--- src/rtl/alu_exec_pipe.sv ---
// alu_exec_pipe: EX-stage ALU with ALUOp/funct decode, registered result, valid/ready handshakes and iterative shift-add MUL
module alu_exec_pipe #(
  parameter int WIDTH  = 32,
  parameter int CTRL_W = 4,
  parameter int MUL_EN = 1
) (
  input  logic              clk,
  input  logic              reset,
  input  logic              in_valid,
  output logic              in_ready,
  input  logic [1:0]        alu_op,
  input  logic [5:0]        funct,
  input  logic [WIDTH-1:0]  src_a,
  input  logic [WIDTH-1:0]  src_b,
  output logic              out_valid,
  input  logic              out_ready,
  output logic [WIDTH-1:0]  result,
  output logic              zero,
  output logic [CTRL_W-1:0] alu_ctrl,
  output logic              illegal
);
  localparam int SW = $clog2(WIDTH);
  localparam logic [3:0] OP_MUL = 4'd9;
  typedef enum logic {IDLE, MUL_BUSY} state_t;
  state_t state;
  logic [WIDTH-1:0] mcand, mplier, acc, acc_n, res_c;
  logic [SW-1:0] count, sh;
  logic [3:0] op;
  logic ill;
  logic accept;
  assign sh = src_b[SW-1:0];
  assign in_ready = (state == IDLE) && (!out_valid || out_ready);
  assign accept = in_valid && in_ready;
  assign zero = (result == '0);
  assign acc_n = acc + (mplier[0] ? mcand : '0);
  always_comb begin
    op = 4'd0;
    ill = 1'b0;
    case (alu_op)
      2'b01: op = 4'd1;
      2'b11: op = 4'd3;
      2'b10:
        case (funct)
          6'b100000: op = 4'd0;
          6'b100010: op = 4'd1;
          6'b100100: op = 4'd2;
          6'b100101: op = 4'd3;
          6'b100110: op = 4'd4;
          6'b101010: op = 4'd5;
          6'b000000: op = 4'd6;
          6'b000010: op = 4'd7;
          6'b000011: op = 4'd8;
          6'b011000: begin
            op = (MUL_EN != 0) ? OP_MUL : 4'd0;
            ill = (MUL_EN == 0);
          end
          default: ill = 1'b1;
        endcase
      default: op = 4'd0;
    endcase
  end
  always_comb begin
    res_c = src_a + src_b;
    case (op)
      4'd1: res_c = src_a - src_b;
      4'd2: res_c = src_a & src_b;
      4'd3: res_c = src_a | src_b;
      4'd4: res_c = src_a ^ src_b;
      4'd5: res_c = {{(WIDTH-1){1'b0}}, $signed(src_a) < $signed(src_b)};
      4'd6: res_c = src_a << sh;
      4'd7: res_c = src_a >> sh;
      4'd8: res_c = $signed(src_a) >>> sh;
      default: res_c = src_a + src_b;
    endcase
  end
  always_ff @(posedge clk or posedge reset) begin
    if (reset) begin
      state     <= IDLE;
      out_valid <= 1'b0;
      result    <= '0;
      alu_ctrl  <= '0;
      illegal   <= 1'b0;
      mcand     <= '0;
      mplier    <= '0;
      acc       <= '0;
      count     <= '0;
    end else if (state == IDLE) begin
      if (accept && op == OP_MUL) begin
        // in_ready guarantees any pending result is being popped on this edge
        state     <= MUL_BUSY;
        out_valid <= 1'b0;
        mcand     <= src_a;
        mplier    <= src_b;
        acc       <= '0;
        count     <= '0;
      end else if (accept) begin
        out_valid <= 1'b1;
        result    <= res_c;
        alu_ctrl  <= CTRL_W'(op);
        illegal   <= ill;
      end else if (out_ready) begin
        out_valid <= 1'b0;
      end
    end else begin
      acc    <= acc_n;
      mcand  <= mcand << 1;
      mplier <= mplier >> 1;
      count  <= count + 1'b1;
      if (count == SW'(WIDTH-1)) begin
        state     <= IDLE;
        out_valid <= 1'b1;
        result    <= acc_n;
        alu_ctrl  <= CTRL_W'(OP_MUL);
        illegal   <= 1'b0;
        count     <= '0;
      end
    end
  end
endmodule

--- config.mk ---
export PLATFORM = sky130hd
export DESIGN_NAME = alu_exec_pipe
export DESIGN_NICKNAME = d
export VERILOG_FILES = /design/src/rtl/alu_exec_pipe.sv
export SDC_FILE = /design/constraint.sdc
export NUM_CORES = 1
export LEC_CHECK = 0
export ABC_AREA = 1
export CAP_MARGIN = 20
export CORE_ASPECT_RATIO = 0.5
export CORE_MARGIN = 2
export CORE_UTILIZATION = 40
export CTS_CLUSTER_SIZE = 12
export DETAILED_ROUTE_END_ITERATION = 8
export DONT_BUFFER_PORTS = 1
export PLACE_DENSITY = 0.57
export SKIP_LAST_GASP = 1
export SLEW_MARGIN = 20
export SYNTH_ARGS = -nofsm -noshare
export SYNTH_HDL_FRONTEND = slang
export SYNTH_SLANG_ARGS = --single-unit
--- constraint.sdc ---
create_clock -name clk -period 5 [get_ports clk]
set_clock_uncertainty 0.15 [all_clocks]
set_input_delay 0.5 -clock clk [delete_from_list [all_inputs] [get_ports clk]]
set_output_delay 0.5 -clock clk [all_outputs]
set_load 0.005 [all_outputs]
==> results of run 1 <==
==> critical path, delay by kind of cell <==
kind,cells,cell delay [ns]
simple gates,10,2.21
compound gates,2,0.20
buf+inv,2,0.98
==> layer usage <==
metal,routed length (um),track usage (%)
met1,41000,54.0
met3,9860,8.56
met5,8,0
met4,2100,9.18
met2,35800,51.8
==> logic make-up after synthesis <==
kind of cell               count (synthesis)
and+or+nand+nor                         1969
buffers and inverters                    524
AOI/OAI and AO/OA                        504
DFF                                      140
adders and majority gates                133
xor gates and xnor gates                  36
muxes                                      1
==> area by class of cell <==
cell class	instances	area share, %
Antenna cell	1	0.0128
Tap cell	627	4.01
Clock buffer	19	2.27
Timing Repair Buffer	25	1.20
Multi-Input combinational cell	2643	66.9
Clock inverter	13	0.781
Sequential cell	140	17.9
Inverter	359	6.94
==> power breakdown <==
part | internal, mW | switching (mW)
logic | 0.564 | 1.26
registers | 1.34 | 0.228
clock network | 0.760 | 0.617
==> flip-flops by register name, summed over array words and instances, names as in the netlist <==
register and cells:
mcand 32, mplier 32, acc 32, illegal 1
alu_ctrl 4, out_valid 1, count 5, result 32
state 1
==> final timing paths <==
check	cells after the start	slack [ns]	to	startpoint
min in group asynchronous	2	0.44	acc[9]	reset
max in group asynchronous	3	3.20	result[7]	reset
setup / recovery	14	1.25	result[23]	funct[5]
hold / removal	2	0.06	mplier[26]	src_b[26]
setup reg to reg	16	1.54	result[26]	mplier[0]
hold reg to reg	1	0.34	acc[20]	acc[20]
==> synth_stat cells, drive strengths merged <==
cell    number
nand3      335
a21o         9
a21oi      179
o211ai      17
a22o         5
nor4        11
a31oi       13
dfrtp      140
xnor2        3
o221ai       1
nand3b      14
inv        359
a21boi       1
a211oi       1
and2        13
o21ai      179
o22ai       62
fa           3
nand4       64
and3         5
o31ai        4
clkbuf     107
o21a         2
nor3b        2
mux2i        1
buf         58
nand2      950
o41ai        1
a31o         7
nor2       527
o21bai      20
ha         130
nor3        40
or2          8
xor2        33
a32o         3
==> cells in the final DEF, fill, tap and decap left out, types with 4 or more instances in the layout <==
| cell | instances |
|---|---|
| o31ai_1 | 4 |
| nor2_1 | 526 |
| a21oi_1 | 178 |
| inv_1 | 342 |
| o21ai_0 | 175 |
| ha_1 | 130 |
| a21o_1 | 9 |
| clkbuf_16 | 17 |
| inv_6 | 7 |
| inv_2 | 13 |
| o22ai_1 | 62 |
| dfrtp_1 | 139 |
| a31oi_1 | 13 |
| nand2_1 | 948 |
| a31o_2 | 7 |
| nor4_1 | 11 |
| nand3b_1 | 14 |
| or2_2 | 8 |
| a22o_1 | 5 |
| nand4_1 | 64 |
| nor3_1 | 37 |
| xor2_1 | 33 |
| nand3_1 | 332 |
| and2_1 | 13 |
| and3_1 | 5 |
| o21bai_1 | 20 |
| o211ai_1 | 17 |
| buf_4 | 21 |
==> stage by stage <==
step / utilization (%) / std cells / hold WS, ns / instance area, um^2
detailed placement: 41.5 / 3792 / 0.312 / 18900
CTS: 42.9 / 3825 / 0.0557 / 19500
floorplan: - / 3307 / 0.304 / 18600
global placement: 41.5 / 3792 / 0.311 / 18900
global route: 42.9 / 3826 / 0.0595 / 19600
finish: 42.9 / 3827 / 0.0603 / 19600
==> summary.md, run 1 <==
| Metric | Value |
|---|---|
| Initial antenna violation count | `3` |
| Detailed placement HPWL | `69400 um` |
| Fmax | `0.267 GHz` |
| Syn_nets | `3516` |
| Synth top area cells | `nand2_1 (19%), dfrtp_1 (19%), nor2_1 (11%), nand3_1 (8.9%), ha_1 (8.7%)` |
| Drt pass-1 iters | `7` |
| Clock Sinks | `140` |
| CP peak stage delay | `0.94 ns` |
| Share of layout cells above drive strength 1 | `3.06%` |
| Flop and latch count out of synthesis | `140` |
| Simple-Gate Fraction of Synth Area | `44.1%` |
| Largest net degree at the start of global routing | `69` |
| Die height | `157 um` |
| Final #Nets | `3395` |
| VDD IR max | `0.246 mV` |
| HP Class | `in -> reg` |
| Effective utilization at floorplan | `40.9%` |
| Largest family of logic cells by synthesized area | `simple AND/OR/NAND/NOR gates` |
| Clock Pin Slew Worst Setup and Hold Paths | `0.07 ns` |
| Rows | `55` |
| Number of fillers in the final layout | `5086` |
| RSZ-0062 raised after global routing | `no` |
| Power Density | `244 mW/mm^2` |
| Crit end category | `register` |
| Vias in the first global route | `19900` |
| CTS tree | `yes` |
| WS Path Type | `in -> reg` |
| Crit-path most repeated cell | `nand2_1` |
| Min Tclk post-route | `3.75 ns` |
| Post-Synth XOR/XNOR Area | `1.69%` |
| Fin. Hold Viols | `0` |
| Critical Path Start Type | `input pin` |
| Multi-input logic area | `0.0131 mm^2` |
| Total power | `4.77 mW` |
| Register Area | `0.00350 mm^2` |
| Root buf cell | `clkbuf_16` |
| Post-CTS Hold Buffers | `1` |
| Netlist cell types | `48` |
| TNS Setup | `0 ns` |
| Post-synth top area share | `19.1%` |
| Tcrit/Tclk final | `75.0%` |
| Max_cap viols | `0` |
| YS warnings | `0` |
| Critical Path RT | `5.18 ns` |
| Drt wl/cell | `23.2 um` |
| CTS resizes | `0` |
| Global Route Usage Sum | `36.3%` |
| Leak Pwr | `10.4 nW` |
| Width of the die | `309 um` |
| GR Overflow Total | `0` |
| Core Region | `0.0456 mm^2` |
| DRT antenna net count | `0` |
| First-pass GRT wire length | `130000 um` |
| Routability Congestion | `1.01` |
| Register area share after synthesis | `18.8%` |
| Worst-path maximum fanout | `31` |
| Rel. slew slack | `27.2%` |
| Initial DRC count | `3004` |
| Cts bufs inserted | `17` |
| WL final | `88700 um` |
| DR vias/cell | `5.81` |
| H-tree depth | `4` |
| Dominant cell type by area after synthesis | `nand2_1` |
| Final setup viols | `0` |
| Netlist Area Pre-Place | `0.0186 mm^2` |
| Dpl ws | `1.18 ns` |
| Port Buffers | `0` |
| DRC errors left | `0` |
| Mux cell area share after synthesis | `0.0538%` |
| Run status | `finished clean` |
| Syn_area_per_cell | `5.63 um^2` |
| Compound-gate portion of the synthesized area | `15.3%` |
| Measured slew at the worst slew-check pin | `1.09 ns` |
| CP arrival | `3.93 ns` |
| Crit-path cells | `nor2_1, inv_2, nor2_1, nand2_1, nand2_1, o21ai_4, nand3_1, clkinv_1, nand2_1, nand2_1, nor2_1, nand3_1, nand2_1, a21oi_1` |
| Top Ports | `116` |
| Die Footprint | `0.0484 mm^2` |
| Post-synthesis adder-cell area fraction | `9.06%` |
| Synth-to-Final Area Change | `5.04%` |
| Clock latency on the worst-skew pair | `0.45 ns` |
| Final WS setup | `1.25 ns` |
| Slowest CP cell | `clkinv_1` |
| Clock Path Buffers | `2` |
| Synthesized instance count | `3307` |
| Post-CTS setup buffer count | `0` |
| Vias | `22200` |
| Fin. max-slew vios | `0` |
Note: power is estimated with default switching activity, not from simulation.
==> inputs of run 2 (changes only) <==
- clock period: 5 -> 3.5 ns (I/O delays scaled with it)
==> run 2 against run 1 <==
Non-clock buffer count increased by 86. Routed wire length decreased by 2.1%. Setup slack got worse by 0.99 ns. Via count increased by 1.6%. Core utilization increased by 2.0 points. Flip-flop and latch count unchanged. Clock-buffer cell count decreased by 2. First-iteration DRC count decreased by 2.2%. Final cell count increased by 2.2%. Sequential power increased by 44%.
==> summary.md, run 2 (synthesis results as in run 1) <==
| Metric | Value |
|---|---|
| Effective utilization at floorplan | `40.9%` |
| Run status | `finished clean` |
| Synth-to-Final Area Change | `10.0%` |
| Largest net degree at the start of global routing | `76` |
| Initial antenna violation count | `3` |
| Max_cap viols | `0` |
| Vias in the first global route | `20300` |
| Vias | `22600` |
| WS Path Type | `reg -> reg` |
| Commonest non-fill, non-tap cells in the layout | `nand2_1 (948), nor2_1 (526), inv_1 (343)` |
| CTS tree | `yes` |
| HP Class | `in -> reg` |
| Root buf cell | `clkbuf_16` |
| Reg-to-reg startpoint | `mplier[0]` |
| H-tree depth | `4` |
| DRC errors left | `0` |
| CP arrival | `3.46 ns` |
| First-pass GRT wire length | `128000 um` |
| VDD IR max | `0.263 mV` |
| Drt pass-1 iters | `6` |
| WL final | `86800 um` |
| Detailed placement HPWL | `67700 um` |
| Share of layout cells above drive strength 1 | `3.71%` |
| DRT antenna net count | `0` |
| CTS resizes | `0` |
| WHS | `0.0189 ns` |
| Final setup viols | `0` |
| Leak Pwr | `10.8 nW` |
| TNS Setup | `0 ns` |
| Fin. Hold Viols | `0` |
| Rows | `55` |
| Clock Sinks | `140` |
| Port Buffers | `0` |
| Width of the die | `309 um` |
| GR Overflow Total | `0` |
| Post-CTS Hold Buffers | `64` |
| Top Ports | `116` |
| Die Footprint | `0.0484 mm^2` |
| Initial DRC count | `2937` |
| Min Tclk post-route | `3.24 ns` |
| Fin. max-slew vios | `0` |
| Die height | `157 um` |
| Critical Path Start | `mplier[0]` |
| Drt wl/cell | `22.2 um` |
| Min-delay src | `alu_op[1]` |
| Cts bufs inserted | `17` |
| Rel. slew slack | `39.0%` |
| Measured slew at the worst slew-check pin | `0.913 ns` |
| Critical Path RT | `3.72 ns` |
| Tcrit/Tclk final | `92.7%` |
| Crit end category | `register` |
| Routability Congestion | `1.05` |
| DR vias/cell | `5.77` |
| Clock Path Buffers | `2` |
| Core Region | `0.0456 mm^2` |
| Commonest non-fill, non-tap cell in the layout | `nand2_1` |
| Power Density | `340 mW/mm^2` |
| Global Route Usage Sum | `35.2%` |
| Final #Nets | `3481` |
| Post-CTS setup buffer count | `0` |
| Clock latency on the worst-skew pair | `0.45 ns` |
| Clock Pin Slew Worst Setup and Hold Paths | `0.08 ns` |
| RSZ-0062 raised after global routing | `no` |
| Critical Path Start Type | `register` |
| Fmax | `0.308 GHz` |
| Worst-path maximum fanout | `10` |
[run 2: layout make-up]
class | instances | area, um^2
well taps | 627 | 785
repair buffers | 111 | 1130
fillers | 5016 | 25100
multi-input cells | 2643 | 13100
clock buffers | 17 | 425
inverters | 359 | 1360
diodes | 1 | 2.50
flip-flops and latches | 140 | 3500
clock inverters | 15 | 210
[run 2: path summary, 6_finish.rpt]
check,end,slack [ns],depth (start not counted)
max in group asynchronous,state,2.15,4
min in group asynchronous,acc[30],0.25,2
worst max register to register,result[20],0.26,15
worst min register to register,acc[19],0.34,1
worst max-delay path,result[20],0.26,15
worst min-delay path,alu_ctrl[0],0.02,2
[run 2: power breakdown]
part / internal (mW) / switching, mW / total, mW / leakage [nW]
clock network: 1.21 / 0.831 / 2.04 / 0.304
logic: 0.880 / 1.81 / 2.69 / 8.78
registers: 1.91 / 0.328 / 2.24 / 1.74
total: 4.00 / 2.97 / 6.96 / 10.8
[run 2: through the flow]
stage | power [mW] | utilization [%] | instance area, um^2 | worst slack (ns) | cells
after global placement | 4.76 | 42.1 | 19200 | 0.420 | 3815
after detailed placement | 4.79 | 42.2 | 19200 | 0.377 | 3816
final | 6.96 | 45.0 | 20500 | 0.257 | 3913
after floorplan | 3.97 | - | 18600 | 0.626 | 3307
after global routing | 7.35 | 45.0 | 20500 | 0.0604 | 3912
after CTS | 6.90 | 45.0 | 20500 | 0.325 | 3912
[run 2: critical path: stages (launching register included)]
cell     delay, ns
dfrtp_1       0.49
nand2_1       0.12
inv_1         0.05
ha_1          0.21
fa_1          0.42
nand2_1       0.10
nand2_1       0.05
o21ai_0       0.10
inv_1         0.11
a21oi_1       0.27
o21ai_0       0.23
a21o_1        0.23
nand2_1       0.06
nor3b_1       0.31
nor2_1        0.11
a21oi_1       0.15
[run 2: layer usage]
metal / vias to the layer above / track usage, % / routed length [um]
met5: - / 0 / 0
met4: 0 / 13.4 / 3520
met2: 1189 / 51.5 / 35500
met3: 181 / 9.51 / 10300
met1: 10500 / 49.2 / 37500
li1: 10700 / - / -
